--- src/rtl/vram_writer.sv ---
// vram_writer: command-driven pixel writer and buffer filler for a double-buffered 32x32 VRAM.
//   clk, rst (async, active-low)
//   cmd_valid/cmd_ready/cmd_op/cmd_x/cmd_y/cmd_color : command handshake and payload
//   frame_done            : end-of-frame pulse from the display driver
//   use_secondary_buffer  : front-buffer select (1 = buffer 1)
//   vram_wraddress/vram_data/vram_wren : VRAM write port
//   busy                  : high whenever a command is in progress
module vram_writer (
    input  logic        clk,
    input  logic        rst,
    input  logic        cmd_valid,
    output logic        cmd_ready,
    input  logic [1:0]  cmd_op,
    input  logic [4:0]  cmd_x,
    input  logic [4:0]  cmd_y,
    input  logic [5:0]  cmd_color,
    input  logic        frame_done,
    output logic        use_secondary_buffer,
    output logic [10:0] vram_wraddress,
    output logic [31:0] vram_data,
    output logic        vram_wren,
    output logic        busy
);
    typedef enum logic [1:0] {IDLE, WRITE, FILL, SWAP_WAIT} state_t;
    state_t      state, state_n;
    logic [9:0]  fill_cnt, fill_cnt_n;
    logic [10:0] addr_n;
    logic [31:0] data_n;
    logic        wren_n, sec_n;
    assign cmd_ready = state == IDLE;
    assign busy      = ~cmd_ready;
    always_ff @(posedge clk or negedge rst) begin
        if (!rst) begin
            state                <= IDLE;
            fill_cnt             <= '0;
            vram_wraddress       <= '0;
            vram_data            <= '0;
            vram_wren            <= 1'b0;
            use_secondary_buffer <= 1'b0;
        end else begin
            state                <= state_n;
            fill_cnt             <= fill_cnt_n;
            vram_wraddress       <= addr_n;
            vram_data            <= data_n;
            vram_wren            <= wren_n;
            use_secondary_buffer <= sec_n;
        end
    end
    // Address/data registers hold their value unless a write is launched; the back-buffer bit is
    // latched into the address at acceptance, so a fill stays in one buffer.
    always_comb begin
        state_n    = state;
        fill_cnt_n = fill_cnt;
        addr_n     = vram_wraddress;
        data_n     = vram_data;
        wren_n     = 1'b0;
        sec_n      = use_secondary_buffer;
        case (state)
            IDLE: if (cmd_valid) begin
                state_n = cmd_op == 2'b00 ? WRITE : cmd_op == 2'b01 ? FILL : cmd_op == 2'b10 ? SWAP_WAIT : IDLE;
                if (!cmd_op[1]) begin
                    wren_n     = 1'b1;
                    addr_n     = {~use_secondary_buffer, cmd_op[0] ? 10'd0 : {cmd_y, cmd_x}};
                    data_n     = {26'b0, cmd_color};
                    fill_cnt_n = '0;
                end
            end
            WRITE: state_n = IDLE;
            FILL: if (&fill_cnt) begin
                state_n = IDLE;
            end else begin
                fill_cnt_n = fill_cnt + 10'd1;
                wren_n     = 1'b1;
                addr_n     = {vram_wraddress[10], fill_cnt + 10'd1};
            end
            SWAP_WAIT: if (frame_done) begin
                state_n = IDLE;
                sec_n   = ~use_secondary_buffer;
            end
            default: state_n = IDLE;
        endcase
    end
endmodule
--- config.mk ---
export PLATFORM = sky130hd
export DESIGN_NAME = vram_writer
export DESIGN_NICKNAME = d
export VERILOG_FILES = /design/src/rtl/vram_writer.sv
export SDC_FILE = /design/constraint.sdc
export NUM_CORES = 1
export LEC_CHECK = 0
export ABC_AREA = 1
export BUFFER_PORTS_ARGS = -buffer_cell sky130_fd_sc_hd__buf_2
export CAP_MARGIN = 20
export CORE_UTILIZATION = 50
export DETAILED_ROUTE_END_ITERATION = 16
export PLACE_DENSITY = 0.81
export SLEW_MARGIN = 5
export SYNTH_ARGS = -nofsm -noshare
export SYNTH_HDL_FRONTEND = slang
export SYNTH_SLANG_ARGS = --single-unit
export TNS_END_PERCENT = 1
--- constraint.sdc ---
create_clock -name clk -period 1.9 [get_ports clk]
set_input_delay 0 -clock clk [delete_from_list [all_inputs] [get_ports clk]]
set_output_delay 0 -clock clk [all_outputs]
set_load 0.005 [all_outputs]
**Word-level counts from Yosys, hierarchy flattened**

Cells that the tools add are included.

- Add/subtract/negate cells: 1
- Equal/unequal tests: 10
- Multiplexer cells: 20
- Bitwise operators: 4
- Reduce and logical (&&, ||, !) cells: 9

Operators with widths:

| cell | count |
|---|---|
| 10-bit 2-to-1 mux | 5 |
| 11-bit 2-to-1 mux | 2 |
| 11-bit case mux with 2 select lines | 1 |
| 10-bit case mux with 2 select lines | 1 |
| 2-bit 2-to-1 mux | 6 |
| 10-bit by 1-bit adder with 10-bit output (second input constant) | 1 |
| 2-bit != test (second input constant) | 5 |
| 10-bit AND reduction | 1 |
| 2-bit case mux with 4 select lines | 1 |
| 4-bit AND reduction | 2 |
| 2-bit == test (second input constant) | 3 |
| 3-bit AND reduction | 2 |
| 2-bit by 1-bit == test with 1-bit output (second input constant) | 2 |
| 2-bit logical NOT | 2 |
| 1-bit inverter | 4 |
| 1-bit 2-to-1 mux | 3 |
| 1-bit case mux with 2 select lines | 1 |
| 2-bit AND reduction | 1 |
| 2-bit nonzero test | 1 |

- Flip-flop bits (word level): 31
- Bits of input ports: 22
- Output and inout port bits: 47
- Logic and storage cells: 51

**Longest topological paths before layout**

Gate-level depths: netlist (run 1).

- Depth in word-level cells: 6
- Gate-level depth with buffers: 9
- Gate-level depth less buffers: 9

**Worst setup path after synthesis (run 1)**

Ideal clock, no wire load.

- Path type: register -> register
- Start point: register fill_cnt[0]
- End point: register vram_wraddress[0]
- Library setup time: 115 ps
- Data arrival time: 1359 ps
- Data required time: 1785 ps
- Path slack: 426 ps
- Cell stages (with the launch flop): 10
- Buffers on the path: 1
- Period minus slack after synthesis: 1474 ps
- Path through: dfrtp_1 ha_1 nand2_1 nor2_4 a21oi_4 nor2_8 nand2_8 buf_12 nand2_2 nand2_2

- Longest elaborated chain between the ends: 3
- Elaborated cells on any way between the ends: 6
- Classes of those cells: add/sub: 1; eq/ne: 1; mux: 2; reduce/logical: 2

RTL lines:

| item | RTL line | text |
|---|---|---|
| from (decl) | 26 | `logic [9:0] fill_cnt, fill_cnt_n;` |
| from (signal assigned) | 42 | `fill_cnt <= fill_cnt_n;` |
| 10-bit by 1-bit adder with 10-bit output / 10-bit AND reduction (equally long branches) | 74, 69 |  |
| 10-bit 2-to-1 mux / 2-bit != test (equally long branches) | - |  |
| 11-bit case mux with 2 select lines / 4-bit AND reduction (equally long branches) | - |  |
| to (signal assigned) | 43 | `vram_wraddress <= addr_n;` |
| to (decl) | 19 | `output logic [10:0] vram_wraddress,` |

Several ways; a longest one is shown, not always the timed one. The select of a mux whose other input is x is not followed.
A chain may end at the register's enable or synchronous reset.

**Worst setup path after layout (run 1)**

- Start point: register fill_cnt[0]
- End point: register vram_wraddress[2]

Same word-level chain as after synthesis.

==> metrics, run 1 <==
most common cell in the netlist nand2_1; number of global-route vias before repair 1551; worst-skew pair later-pin latency 0.28 ns; Slew HR 54.31%; Yosys warnings 0; fraction of layout cells with a size suffix above 1 32.37%; vias per cell 4.813; Pleak 1.294 nW; largest area contributor in the netlist dfrtp_1; most frequent cells after synthesis nand2_1 (47), nand3_1 (38), dfrtp_1 (31); share of the synthesized area in the top cell type 38.87%; HP Start frame_done; # rows 22; antenna violations before repair 0; Post-synth ARST share 100.0%; Fill cells 346; Crit Path Category flip-flop to flip-flop; overall die area 4248 um^2; R2R Setup Slk 0.18 ns; synth unique cells 31; Synth area leaders dfrtp_1 (39%), buf_4 (11%), nand3_1 (9.5%), nand2_1 (8.8%), nand2_2 (4.7%); Layout Cells excl Fill 326; setup TNS 0 ns; Worst IR Drop VDD 419.1 uV; Sw Pwr 285.7 uW; register area share after synthesis 38.87%; WL/cell 12.31 um; root buf cell clkbuf_8; area grow syn2layout 15.11%; final worst path period need 1.718 ns; max-cap viol count 0; Inserted Clock Buffers 5; Placed Area 2110 um^2; CTS tree done; Initial Util 53.31%; final worst-path cycle share 90.43%; Crit Path Max Fanout 13; Crit path required time 2.13 ns; CP max stage delay 0.42 ns; largest net degree at the start of global routing 32; post-route DRC violation count 0; Slew Viols, Final 0; Gates resized, CTS repair 0; Clock Skew 0.002743 ns; Final Cell Area 2297 um^2; final core occ 61.36%; Cells after Synth 227; Iteration-0 DRC Markers 75; via count 1569; first-pass GRT wire length 6610 um; Place WS 0.1951 ns; Tot Pwr 1.397 mW; Worst-Margin Slew 0.6853 ns; WL final 4012 um; Mean Syn Cell Area 8.791 um^2; final-report setup violation count 0; # port buffers 42; CP Launch Point fill_cnt[0]; Slowest cell on crit path dfrtp_1; ANT nets after route 0; # H-tree levels 2; Die Wd 65.18 um; Layout Nets 302; fin worst setup slack 0.1819 ns; hold crit path type input pin to flip-flop; clk sinks 31; remaining global-route overflow 0; Comb pwr share 4.8%; crit start category flip-flop; Tot GR Track Use 20.45%; sequential share of power 47.3%; Synth Flop Type dfrtp_1; DP HPWL 2877 um; CP Capture Type flip-flop; outcome finished clean; Arr. time, crit path 1.94 ns; final hold violation count 0; Cells after DPL 311; reg-to-reg startpoint fill_cnt[0]; #FFs+latches synth 31; Post-CTS Setup Inserts 0; Chip Height 65.18 um; Max clock buf depth 2; EDFF count, synth 0; clock-pin slew on the worst setup and hold paths 0.06 ns; fmax 582.0 MHz; Core ar. 3744 um^2; Post-Syn Area 1996 um^2; I/O Pins 69; 1st-pass router iterations 4; cell-internal power 1.111 mW; GP Congestion 0.8438; diode count 0; CP Cell Sequence ha_1 -> nand2_1 -> nor2_4 -> a21oi_4 -> nor2_8 -> buf_4 -> nand3_1 -> nand2_2; Final Hold Slack 0.0009865 ns; Switching Fraction 20.46%; RSZ-0062 raised after global routing false; clock share of power 47.9%; Pwr per Cell Area 608.0 nW/um^2
[cell families (layout without fill, tap and decap cells)]
| group | Yosys count | in the layout | share of synthesized area [%] |
|---|---|---|---|
| mux | 6 | 6 | 4.514 |
| compound gates | 11 | 11 | 3.574 |
| other cells | 1 | 26 | 0.1879 |
| buf+inv | 52 | 78 | 17.18 |
| fa+ha+maj | 3 | 3 | 1.881 |
| xor+xnor | 1 | 1 | 0.4390 |
| flops | 31 | 31 | 38.87 |
| simple gates | 122 | 122 | 33.35 |
[path summary, 6_finish.rpt]
kind | end | depth (start not counted)
worst min-delay path | use_secondary_buffer | 3
max in group asynchronous | fill_cnt[3] | 2
min in group asynchronous | fill_cnt[2] | 2
worst min register to register | vram_wraddress[10] | 2
worst max-delay path | vram_wraddress[2] | 8
worst max register to register | vram_wraddress[2] | 8
[registers in the layout, indices dropped and copies added, names as in the netlist]
name / cells
state: 2
use_secondary_buffer: 1
vram_data: 6
vram_wraddress: 11
fill_cnt: 10
vram_wren: 1
[what timing repair did]
item,CTS,global route
endpoints found under the hold margin,37,0
hold buffers,7,0
setup endpoints to repair,0,0
[worst max-delay path, delay by kind of cell (launching register included)]
family	cells	cell delay, ns
DFF	1	0.42
buffers and inverters	1	0.23
and+or+nand+nor	5	0.67
AOI/OAI and AO/OA	1	0.09
adders and majority gates	1	0.24
[power groups by stage]
| stage | registers, mW | logic (mW) | clock network (mW) |
|---|---|---|---|
| 4_1_cts | 0.660 | 0.0675 | 0.681 |
| 2_1_floorplan | 0.672 | 0.0581 | 0 |
| 6_report | 0.660 | 0.0673 | 0.669 |
| 5_1_grt | 0.659 | 0.0775 | 0.711 |
| 3_3_place_gp | 0.672 | 0.0547 | 0 |
| 3_5_place_dp | 0.672 | 0.0564 | 0 |
[cells in the final DEF, fill, tap and decap left out, types with 2 or more instances in the layout]
| master | n |
|---|---|
| dlygate4sd3_1 | 7 |
| buf_2 | 42 |
| nand3_1 | 38 |
| mux2_4 | 6 |
| clkbuf_8 | 6 |
| nand3b_1 | 2 |
| nand2_4 | 4 |
| dfrtp_1 | 31 |
| buf_4 | 3 |
| o21ai_1 | 2 |
| nor2_8 | 2 |
| nor2_2 | 2 |
| nand2_2 | 15 |
| o21ai_0 | 5 |
| conb_1 | 26 |
| nor2_1 | 6 |
| nor2_4 | 3 |
| ha_1 | 3 |
| nand2_1 | 47 |
| inv_1 | 16 |
[layer usage]
metal  track usage (%)  up-vias  share of wire (%)
met5                 0        -                  0
met1             23.61      735                 43
met2             36.21       55                 50
met3             4.340       10                4.9
li1                  -      769                  -
met4             8.696        0                1.6
[final cells by class]
type	instances	area, um^2	share of cell area, %
clock buffers	6	82.58	3.595
clock inverters	2	35.03	1.525
inverters	18	70.07	3.050
multi-input cells	169	970.9	42.27
flip-flops and latches	31	775.7	33.77
well taps	48	60.06	2.614
repair buffers	52	302.8	13.18
Note: power is estimated with default switching activity, not from simulation.
==> inputs of run 2 (changes only) <==
--- a/config.mk
+++ b/config.mk
@@ -10,6 +10,7 @@
 export CAP_MARGIN = 20
 export CORE_UTILIZATION = 50
 export DETAILED_ROUTE_END_ITERATION = 16
+export HOLD_SLACK_MARGIN = 0.05
 export PLACE_DENSITY = 0.81
 export SLEW_MARGIN = 5
 export SYNTH_ARGS = -nofsm -noshare
==> metrics, run 2 (synthesis gave the netlist of run 1 again) <==
Crit Reg-Reg Endpoint vram_wraddress[2]; CTS tree done; Placed Area 2110 um^2; overall die area 4248 um^2; Hold Path End vram_wraddress[9]; largest net degree at the start of global routing 32; Clock Skew 0.002743 ns; fraction of layout cells with a size suffix above 1 32.26%; area grow syn2layout 15.61%; antenna violations before repair 0; ANT nets after route 0; Cells after DPL 311; root buf cell clkbuf_8; Tot GR Track Use 20.45%; worst-skew pair later-pin latency 0.28 ns; Slew Viols, Final 0; Arr. time, crit path 1.94 ns; Core ar. 3744 um^2; Crit Path Category flip-flop to flip-flop; vias per cell 4.801; Post-CTS Setup Inserts 0; Pwr per Cell Area 606.1 nW/um^2; 1st-pass router iterations 4; outcome finished clean; Fill cells 346; DP HPWL 2877 um; Crit Path Max Fanout 13; Layout Cells excl Fill 327; post-route DRC violation count 0; crit start category flip-flop; final-report setup violation count 0; fmax 582.0 MHz; number of global-route vias before repair 1551; final worst-path cycle share 90.43%; # port buffers 42; Largest regs vram_wraddress (11), fill_cnt (10), vram_data (6); Die Wd 65.18 um; Crit path required time 2.13 ns; clock-pin slew on the worst setup and hold paths 0.06 ns; Largest register FFs 11; max-cap viol count 0; final worst path period need 1.718 ns; Iteration-0 DRC Markers 82; GP Congestion 0.8438; count of cells along the worst hold path 5; reg-to-reg startpoint fill_cnt[0]; final hold violation count 0; HP Start cmd_y[4]; setup TNS 0 ns; most frequent cells in the layout nand2_1 (47), buf_2 (42), nand3_1 (38); Pleak 1.298 nW; Inserted Clock Buffers 5; WL/cell 12.28 um; first-pass GRT wire length 6610 um; remaining global-route overflow 0; Chip Height 65.18 um; I/O Pins 69; Gates resized, CTS repair 0; R2R Setup Slk 0.18 ns; largest reg by FF count vram_wraddress; # H-tree levels 2; Max clock buf depth 2; via count 1570; commonest non-fill, non-tap cell in the layout nand2_1; diode count 0; Final Cell Area 2307 um^2; CP Capture Type flip-flop; RSZ-0062 raised after global routing false; reg2reg path depth 8; Initial Util 53.31%; Slew HR 54.31%; hold crit path type input pin to flip-flop; cts hold-fix bufs 8; clk sinks 31; Layout Nets 303; WL final 4014 um; Worst-Margin Slew 0.6853 ns; Worst IR Drop VDD 419.2 uV; # rows 22
run 2: critical path, cell delays in order (launching register included):
cell     delay [ns]
dfrtp_1        0.42
ha_1           0.24
nand2_1        0.11
nor2_4         0.17
a21oi_4        0.09
nor2_8         0.22
buf_4          0.23
nand3_1        0.10
nand2_2        0.07
run 2: layout make-up:
cell class	instances	area, um^2	area share [%]
Multi-Input combinational cell	169	970.9	42.08
Sequential cell	31	775.7	33.62
Timing Repair Buffer	53	312.8	13.56
Clock buffer	6	82.58	3.579
Inverter	18	70.07	3.037
Tap cell	48	60.06	2.603
Clock inverter	2	35.03	1.518
run 2: through the flow:
| stage | hold slack (ns) | utilization (%) | total power [mW] | setup WS (ns) |
|---|---|---|---|---|
| 6_report | 0.05120 | 61.63 | 1.398 | 0.1819 |
| 5_1_grt | 0.09479 | 61.63 | 1.449 | 0.07126 |
| 3_3_place_gp | 0.08153 | 56.35 | 0.7270 | 0.2760 |
| 3_5_place_dp | 0.08209 | 56.35 | 0.7287 | 0.1951 |
| 4_1_cts | 0.05682 | 61.63 | 1.410 | 0.1792 |
| 2_1_floorplan | -0.2956 | - | 0.7306 | 0.4257 |
run 2: worst max-delay path by stage:
stage | start | endpoint | slack, ns | cells past startpoint
after floorplan | fill_cnt[0] | vram_wraddress[0] | 0.43 | 9
after global placement | fill_cnt[0] | fill_cnt[1] | 0.28 | 8
after detailed placement | fill_cnt[0] | vram_wraddress[5] | 0.20 | 8
after CTS | fill_cnt[0] | vram_wraddress[2] | 0.18 | 8
after global routing | fill_cnt[0] | vram_wraddress[5] | 0.07 | 8
final | fill_cnt[0] | vram_wraddress[2] | 0.18 | 8
run 2: power breakdown:
part           internal [mW]  switching [mW]  leakage, nW
clock network          0.424           0.246       0.0612
logic                 0.0286          0.0403        0.854
registers              0.660               0        0.383
total                   1.11           0.286         1.30
run 2: metal layers:
metal	up-vias	track usage, %	part of all wire, %
met1	734	23.61	43
met2	55	36.21	50
met3	10	4.340	4.9
met4	0	8.696	1.6
li1	771	-	-
met5	-	0	0
==> inputs of run 3 (changes only) <==
--- a/config.mk
+++ b/config.mk
@@ -10,7 +10,6 @@
 export CAP_MARGIN = 20
 export CORE_UTILIZATION = 50
 export DETAILED_ROUTE_END_ITERATION = 16
-export HOLD_SLACK_MARGIN = 0.05
 export PLACE_DENSITY = 0.81
 export SLEW_MARGIN = 5
 export SYNTH_ARGS = -nofsm -noshare
==> constraint.sdc (replaced) <==
create_clock -name clk -period 1.8 [get_ports clk]
set_input_delay 0.45 -clock clk [delete_from_list [all_inputs] [get_ports clk]]
set_output_delay 0.45 -clock clk [all_outputs]
set_load 0.005 [all_outputs]
==> metrics, run 3 (synthesis gave the netlist of run 1 again) <==
max-cap viol count 0; Final Cell Area 2232 um^2; root buf cell clkbuf_8; first-pass GRT wire length 6258 um; largest reg by FF count vram_wraddress; CP Cell Sequence ha_1 -> nand2_1 -> nor2_4 -> a21oi_4 -> nor2_8 -> nand2_8 -> nand2_1 -> nand2_1; diode count 0; crit start category flip-flop; reg-to-reg startpoint fill_cnt[0]; post-route DRC violation count 0; final-report setup violation count 0; most frequent CP cell nand2_1; area grow syn2layout 11.85%; final core occ 59.63%; clock share of power 41.7%; vias per cell 4.826; fin worst setup slack 0.1989 ns; # port buffers 42; Core ar. 3744 um^2; ANT nets after route 0; Max clock buf depth 2; Layout Nets 298; final worst-path cycle share 88.95%; fraction of layout cells with a size suffix above 1 33.70%; antenna violations before repair 0; Chip Height 65.18 um; Post-CTS Setup Inserts 0; Slowest cell on crit path dfrtp_1; Largest register FFs 11; number of global-route vias before repair 1365; remaining global-route overflow 0; cts hold-fix bufs 0; R2R Setup Slk 0.20 ns; cell-internal power 1.021 mW; commonest non-fill, non-tap cell in the layout nand2_1; I/O Pins 69; Pleak 1.270 nW; Clock Skew 0.007058 ns; Tot Pwr 1.311 mW; most frequent cells in the layout nand2_1 (47), buf_2 (42), nand3_1 (38); worst-skew pair later-pin latency 0.28 ns; RSZ-0062 raised after global routing false; fmax 624.6 MHz; Iteration-0 DRC Markers 53; Comb pwr share 5.2%; WL final 3753 um; Die Wd 65.18 um; GP Congestion 0.8304; Crit Path Max Fanout 17; WL/cell 11.69 um; Arr. time, crit path 1.78 ns; overall die area 4248 um^2; hold crit path type input pin to async pin; Crit Reg-Reg Endpoint vram_wraddress[5]; Slew Viols, Final 0; clk sinks 31; setup TNS 0 ns; Place WS 0.2140 ns; Largest regs vram_wraddress (11), fill_cnt (10), vram_data (6); CP Capture Type flip-flop; Inserted Clock Buffers 5; Tot GR Track Use 19.90%; Sw Pwr 290.3 uW; sequential share of power 53.1%; outcome finished clean; Crit path required time 1.97 ns; reg2reg path depth 8; # rows 22; 1st-pass router iterations 4; DP HPWL 2858 um; final hold violation count 0; # H-tree levels 2; final worst path period need 1.601 ns; Gates resized, CTS repair 0; CP max stage delay 0.41 ns; Worst IR Drop VDD 420.3 uV; Pwr per Cell Area 587.5 nW/um^2; clock-pin slew on the worst setup and hold paths 0.07 ns; via count 1549; Initial Util 53.31%; largest net degree at the start of global routing 32; Crit Path Category flip-flop to flip-flop; Placed Area 2145 um^2; Switching Fraction 22.14%; CTS tree done
==> run 3: cell types whose count changed in the layout (fill, tap and decap cells not counted), sizes merged <==
cell,previous run,this run
buf,45,48
dlygate4sd3,8,0
bufinv,1,0
==> run 3: how the worst max path moves through the flow <==
stage	start	end	slack [ns]	cells after the start
after detailed placement	fill_cnt[0]	vram_wraddress[5]	0.21	8
after CTS	state[0]	busy	0.18	3
after global routing	fill_cnt[0]	vram_wraddress[9]	0.07	8
after global placement	fill_cnt[0]	vram_wraddress[7]	0.27	8
after floorplan	fill_cnt[0]	vram_wraddress[0]	0.33	9
final	fill_cnt[0]	vram_wraddress[5]	0.20	8
==> run 3: worst max-delay path, delay by kind of cell (launching register included) <==
kind | cells | cell delay [ns]
adders and majority gates | 1 | 0.22
DFF | 1 | 0.41
AOI/OAI and AO/OA | 1 | 0.09
and+or+nand+nor | 6 | 0.76
==> run 3: final cells by class <==
type	count	area (um^2)
fill	359	1511
clock inverter	1	5.005
clock buffer	6	82.58
tap	48	60.06
sequential	31	775.7
multi-input combinational	169	970.9
timing repair buffer	48	267.8
inverter	18	70.07
==> run 3: per-stage QoR <==
step | hold slack [ns] | cells
after floorplan | 0.1544 | 252
after CTS | 0.1103 | 321
after global routing | 0.1180 | 321
after detailed placement | 0.4191 | 314
after global placement | 0.4154 | 314
final | 0.1053 | 321
==> run 3: layer usage <==
layer  GRT usage [%]  part of all wire [%]  vias up
li1                -                     -      762
met2           32.86                    49       59
met4           5.707                   1.2        0
met3           6.076                   7.6        6
met5               0                     0        -
met1           24.97                    42      722
==> run 3: power by group through the flow <==
stage | sequential (mW) | clock (mW) | combinational, mW
final | 0.697 | 0.547 | 0.0676
after global routing | 0.696 | 0.595 | 0.0790
after CTS | 0.697 | 0.567 | 0.0684
after detailed placement | 0.710 | 0 | 0.0682
after global placement | 0.710 | 0 | 0.0662
after floorplan | 0.710 | 0 | 0.0613
